## src/rtl/fetch_stage_if.sv

```systemverilog
// Instruction-memory request/response bus between the fetch stage (master) and imem (slave).
interface fetch_stage_if #(
  parameter int DPW = 32
);
  logic           imem_req;
  logic [DPW-1:0] imem_addr;
  logic           imem_gnt;
  logic           imem_rvalid;
  logic [DPW-1:0] imem_rdata;

  modport master (output imem_req, imem_addr, input imem_gnt, imem_rvalid, imem_rdata);
  modport slave  (input imem_req, imem_addr, output imem_gnt, imem_rvalid, imem_rdata);
endinterface

```

## src/rtl/fetch_stage.sv

```systemverilog
// RV32I fetch: owns PC, req/gnt/rvalid imem port, 2-entry fetch queue, IF/ID register; FETCH_PERF_EN adds a bubble counter.
// gnt -> instrD valid two edges later at best; in-flight + queued capped at 2, stallD holds IF/ID and stops pops.
module fetch_stage #(
  parameter int             DPW       = 32,
  parameter logic [DPW-1:0] RESET_PC  = '0,
  parameter logic [DPW-1:0] NOP_INSTR = DPW'(32'h0000_0013)
) (
  input  logic              clk,
  input  logic              arst,
  input  logic              stallD,
  input  logic              flushD,
  input  logic              branch_taken,
  input  logic [DPW-1:0]    branch_target,
  fetch_stage_if.master     imem,
  output logic [DPW-1:0]    instrD,
  output logic [DPW-1:0]    PCD,
  output logic              validD,
  output logic [31:0]       perf_bubble_cnt
);

  logic [DPW-1:0] pc_f;
  logic [1:0]     out_cnt;
  logic [1:0]     disc_cnt;

  logic [DPW-1:0] tag_pc [2];
  logic           tag_wp, tag_rp;

  logic [DPW-1:0] q_pc    [2];
  logic [DPW-1:0] q_instr [2];
  logic           q_wp, q_rp;
  logic [1:0]     q_cnt;

  logic [2:0] used;
  logic       grant, drop, accept, push, pop, q_empty;

  // Responses still owed to discard hold their credit until they drain, so the tag FIFO never overflows.
  assign used    = {1'b0, out_cnt} + {1'b0, disc_cnt} + {1'b0, q_cnt};
  assign q_empty = (q_cnt == 2'd0);

  assign imem.imem_req  = !arst && (used < 3'd2) && !branch_taken;
  assign imem.imem_addr = pc_f;

  assign grant  = imem.imem_req && imem.imem_gnt;
  assign drop   = imem.imem_rvalid && (disc_cnt != 2'd0);
  assign accept = imem.imem_rvalid && (disc_cnt == 2'd0);
  assign push   = accept && !branch_taken;
  assign pop    = !branch_taken && !flushD && !stallD && !q_empty;

  always_ff @(posedge clk) begin
    if (grant) tag_pc[tag_wp] <= pc_f;
    if (push) begin
      q_pc[q_wp]    <= tag_pc[tag_rp];
      q_instr[q_wp] <= imem.imem_rdata;
    end
  end

  always_ff @(posedge clk or posedge arst) begin
    if (arst) begin
      pc_f     <= RESET_PC;
      out_cnt  <= 2'd0;
      disc_cnt <= 2'd0;
      tag_wp   <= 1'b0;
      tag_rp   <= 1'b0;
      q_wp     <= 1'b0;
      q_rp     <= 1'b0;
      q_cnt    <= 2'd0;
      instrD   <= NOP_INSTR;
      PCD      <= '0;
      validD   <= 1'b0;
    end else begin
      if (grant)             tag_wp <= ~tag_wp;
      if (imem.imem_rvalid)  tag_rp <= ~tag_rp;

      if (branch_taken) begin
        pc_f     <= branch_target & ~DPW'(3);
        out_cnt  <= 2'd0;
        disc_cnt <= disc_cnt - {1'b0, drop} + out_cnt - {1'b0, accept};
        q_wp     <= 1'b0;
        q_rp     <= 1'b0;
        q_cnt    <= 2'd0;
      end else begin
        if (grant) pc_f <= pc_f + DPW'(4);
        out_cnt  <= out_cnt + {1'b0, grant} - {1'b0, accept};
        disc_cnt <= disc_cnt - {1'b0, drop};
        if (push) q_wp <= ~q_wp;
        if (pop)  q_rp <= ~q_rp;
        q_cnt    <= q_cnt + {1'b0, push} - {1'b0, pop};
      end

      if (flushD || branch_taken) begin
        instrD <= NOP_INSTR;
        PCD    <= '0;
        validD <= 1'b0;
      end else if (!stallD) begin
        if (!q_empty) begin
          instrD <= q_instr[q_rp];
          PCD    <= q_pc[q_rp];
          validD <= 1'b1;
        end else begin
          instrD <= NOP_INSTR;
          PCD    <= '0;
          validD <= 1'b0;
        end
      end
    end
  end

`ifdef FETCH_PERF_EN
  always_ff @(posedge clk or posedge arst) begin
    if (arst) begin
      perf_bubble_cnt <= '0;
    end else if (!flushD && !branch_taken && !stallD && q_empty && (perf_bubble_cnt != '1)) begin
      perf_bubble_cnt <= perf_bubble_cnt + 32'd1;
    end
  end
`else
  assign perf_bubble_cnt = '0;
`endif

endmodule

```

## src/flat_wrapper.sv

```systemverilog
// flat-port wrapper written by rule: the top's interface ports become plain ports
module fetch_stage_flat 
#(
  parameter int             DPW       = 32,
  parameter logic [DPW-1:0] RESET_PC  = '0,
  parameter logic [DPW-1:0] NOP_INSTR = DPW'(32'h0000_0013)
)
  (clk, arst, stallD, flushD, branch_taken, branch_target, instrD, PCD, validD, perf_bubble_cnt, imem_imem_req, imem_imem_addr, imem_imem_gnt, imem_imem_rvalid, imem_imem_rdata);
  fetch_stage_if #(.DPW(DPW)) imem_i ();
  input  logic clk;
  input  logic arst;
  input  logic stallD;
  input  logic flushD;
  input  logic branch_taken;
  input  logic [DPW-1:0] branch_target;
  output logic [DPW-1:0] instrD;
  output logic [DPW-1:0] PCD;
  output logic validD;
  output logic [31:0] perf_bubble_cnt;
  output wire logic [$bits(imem_i.imem_req)-1:0] imem_imem_req;
  output wire logic [$bits(imem_i.imem_addr)-1:0] imem_imem_addr;
  input wire logic [$bits(imem_i.imem_gnt)-1:0] imem_imem_gnt;
  input wire logic [$bits(imem_i.imem_rvalid)-1:0] imem_imem_rvalid;
  input wire logic [$bits(imem_i.imem_rdata)-1:0] imem_imem_rdata;
  assign imem_imem_req = imem_i.imem_req;
  assign imem_imem_addr = imem_i.imem_addr;
  assign imem_i.imem_gnt = imem_imem_gnt;
  assign imem_i.imem_rvalid = imem_imem_rvalid;
  assign imem_i.imem_rdata = imem_imem_rdata;
  fetch_stage #(.DPW(DPW), .RESET_PC(RESET_PC), .NOP_INSTR(NOP_INSTR)) u_core (.clk(clk), .arst(arst), .stallD(stallD), .flushD(flushD), .branch_taken(branch_taken), .branch_target(branch_target), .imem(imem_i), .instrD(instrD), .PCD(PCD), .validD(validD), .perf_bubble_cnt(perf_bubble_cnt));
endmodule
```

## config.mk

```make
export PLATFORM = sky130hd
export DESIGN_NAME = fetch_stage_flat
export DESIGN_NICKNAME = d
export VERILOG_FILES = /design/src/rtl/fetch_stage_if.sv /design/src/rtl/fetch_stage.sv /design/src/flat_wrapper.sv
export SDC_FILE = /design/constraint.sdc
export NUM_CORES = 1
export LEC_CHECK = 0
export ABC_CLOCK_PERIOD_IN_PS = 8510
export BUFFER_PORTS_ARGS = -buffer_cell sky130_fd_sc_hd__buf_2
export CAP_MARGIN = 10
export CORE_ASPECT_RATIO = 1.2
export CORE_MARGIN = 4
export CORE_UTILIZATION = 55
export CTS_CLUSTER_DIAMETER = 200
export DETAILED_ROUTE_END_ITERATION = 10
export PLACE_DENSITY = 0.9
export SYNTH_ARGS = -nofsm -noshare
export SYNTH_HDL_FRONTEND = slang
export SYNTH_SLANG_ARGS = --single-unit
```

## constraint.sdc

```tcl
create_clock -name clk -period 8.51 [get_ports clk]
set_clock_uncertainty 0.15 [all_clocks]
set_input_delay 1.2765 -clock clk [delete_from_list [all_inputs] [get_ports clk]]
set_output_delay 1.2765 -clock clk [all_outputs]
set_load 0.02 [all_outputs]
```

==> reports/metrics.yaml <==
status: "finished clean"
cp-start-kind: "flop"
start_util_pct: 56.4
n_antenna_cell: 0
setup_violations: 0
worstPathArrival_ns: 2.49
worstSetupEndpointType: "output pin"
fin_crit_ns: 3.92
worst_pin_slew_ns: 1.20
routabilityCongestion: 0.812
postRouteAntennaNets: 0
io_buffers: 164
netlist.area_leader.share_pct: 47.8
clk_latency_ns: 0.51
max_freq_mhz: 255
ir_drop_mv: 0.155
wl_um: 23300
yosysMostFrequentCell: "edfxtp_1"
synth_warnings: 0
gr-usage-all-layers_pct: 19.6
nets: 1061
p_leak_nw: 5.40
synth-edff-count: 184
drc: 0
min_from: "u_core.instrD[24]$_DFFE_PP0P_"
grt_pass1_wl_um: 37400
first_global_vias: 7131
postCtsHoldBufs: 0
antenna_found_initial: 0
die_w_um: 140
final.setup.tns_ns: 0
timing.rr.start: "u_core.q_cnt[1]$_DFF_PP0_"
setup_ws_ns: 4.59
synth_common_cells: "edfxtp_1 (184), dfrtp_1 (101), nand2_1 (99), mux2i_1 (65), o21ai_0 (65)"
power_w: 0.00343
ff2ff_setup_slack_ns: 5.00
drv_slew: 0
dp_hpwl_um: 15000
pin_count: 201
via_per_inst: 5.56
ctsResizeCount: 0
pre_cts_ws_ns: 4.23
p_per_area_nw_per_um2: 257
synth_seq_cells: 288
chipHeight_um: 167
cp_max_fo: 5
wl_per_cell_um: 18.5
cts-buffers-inserted: 26
numPlacedInstances: 1217
critPathKind: "reg -> out"
seq_area_frac_synth_pct: 70.4
synth-main-ff-cell: "edfxtp_1"
synth.avg_cell_area_um2: 14.1
vias: 7034
maxCapViolCount: 0
cts.sinks: 288
dr.first_iter.drc_count: 524
synth_cell_types: 50
dr.pass1.iters: 5
rows: 57
root_buffer: "clkbuf_16"
rsz0062_at_grt: "no"
area_delta_synth_final_pct: 15.6
h-tree-depth: 1
async_flop_share_pct: 36.1
cts_tree: "built"
hold_path_class: "reg -> reg"
post_cts_buffers: 0
clk_path_buf_depth: 3
utilization_pct: 65.2
whs_endpoint: "u_core.instrD[24]$_DFFE_PP0P_"
drive_gt1_share_pct: 25.9
required_ns: 7.08
netlist_area_um2: 11500
rr_endpoint: "u_core.tag_pc[0][24]$_DFFE_PP_"
synthTopCellsByArea: "edfxtp_1 (48%), dfrtp_1 (22%), mux2i_1 (5.6%), nand2_1 (3.2%), mux2_2 (3.0%)"
whs_path_depth: 2
synth_cells: 818
reg2reg_depth: 9
grt_remaining_overflow: 0
hold_viol_final: 0
grt_max_degree: 64
clkTransAtPathRegs_ns: 0.06
yosysTopAreaCell: "edfxtp_1"
core_um2: 20500
dieArea_um2: 23400
post-route-period-util_pct: 46.1
final_cells: 1265
relSlewSlack_pct: 20.1
worst max path at each step:
stage | slack, ns | from | depth (start not counted) | end
CTS | 4.55 | u_core.q_cnt[1]$_DFF_PP0_ | 7 | imem_imem_req
floorplan | 1.84 | branch_taken | 3 | u_core.q_instr[0][0]$_DFFE_PP_
finish | 4.59 | u_core.q_cnt[1]$_DFF_PP0_ | 7 | imem_imem_req
global route | 4.43 | u_core.q_cnt[1]$_DFF_PP0_ | 7 | imem_imem_req
detailed placement | 4.23 | branch_taken | 11 | u_core.q_cnt[1]$_DFF_PP0_
global placement | 4.22 | branch_taken | 11 | u_core.q_cnt[1]$_DFF_PP0_
state kept, by name, indices dropped and copies added, names as in the netlist, 2 cells and up:
register,flops
u_core.q_instr,64
u_core.q_pc,60
u_core.tag_pc,60
u_core.instrD,32
u_core.PCD,31
u_core.imem.imem_addr,30
u_core.disc_cnt,2
u_core.out_cnt,2
u_core.q_cnt,2
per-layer routing:
| layer | GRT usage [%] | up-vias | wire (um) | share of wire [%] |
|---|---|---|---|---|
| met5 | 0 | - | 0 | 0 |
| met4 | 5.60 | 0 | 566 | 2.4 |
| met3 | 2.49 | 52 | 1440 | 6.2 |
| met2 | 34.5 | 299 | 12000 | 51 |
| met1 | 25.7 | 3461 | 9330 | 40 |
| li1 | - | 3222 | - | - |
final cells by class:
type	instances	area (um^2)
clock buffers	32	704
flip-flops and latches	288	8140
well taps	265	332
fillers	1415	7120
repair buffers	173	888
inverters	19	78.8
multi-input cells	472	3060
clock inverters	16	153
critical path: stages, from the launching register on:
cell and delay [ns]:
dfrtp_1 0.35, inv_1 0.09, fa_1 0.55, inv_1 0.04, ha_1 0.20, xnor2_1 0.49, nor4_1 0.09, buf_2 0.18
layout by cell type, fill, tap and decap left out, types with 5 or more instances in the layout:
| master | count |
|---|---|
| xnor2_1 | 9 |
| nor2_1 | 31 |
| o21ai_0 | 65 |
| nand3_1 | 15 |
| and3_1 | 7 |
| ha_1 | 9 |
| nand2_1 | 98 |
| conb_1 | 34 |
| buf_2 | 164 |
| and2_1 | 5 |
| a32oi_1 | 5 |
| dfrtp_1 | 100 |
| mux2i_1 | 65 |
| nor3_1 | 5 |
| o21ai_1 | 17 |
| nand4_1 | 7 |
| or3_1 | 5 |
| clkbuf_16 | 27 |
| edfxtp_1 | 184 |
| buf_4 | 9 |
| inv_1 | 17 |
| mux2_2 | 31 |
| xor2_1 | 6 |
| a21oi_1 | 8 |
| o311ai_1 | 7 |
| clkinv_1 | 7 |
report_power, final:
part	switching [W]	internal [W]
sequential	0.000103	0.00166
clock	0.000479	0.000678
combinational	0.000312	0.000197
kinds of logic after synthesis:
| family | synth area share (%) |
|---|---|
| xor gates and xnor gates | 1.14 |
| muxes | 8.75 |
| other | 0.0325 |
| DFF | 70.4 |
| and+or+nand+nor | 8.10 |
| AOI/OAI and AO/OA | 6.10 |
| buffers and inverters | 4.30 |
| adders and majority gates | 1.15 |
through the flow:
step	hold WS [ns]	cell area, um^2
4_1_cts	0.328	13300
3_3_place_gp	0.305	12500
2_1_floorplan	0.310	11700
5_1_grt	0.346	13300
3_5_place_dp	0.315	12500
6_report	0.324	13300
Note: power is estimated with default switching activity, not from simulation.
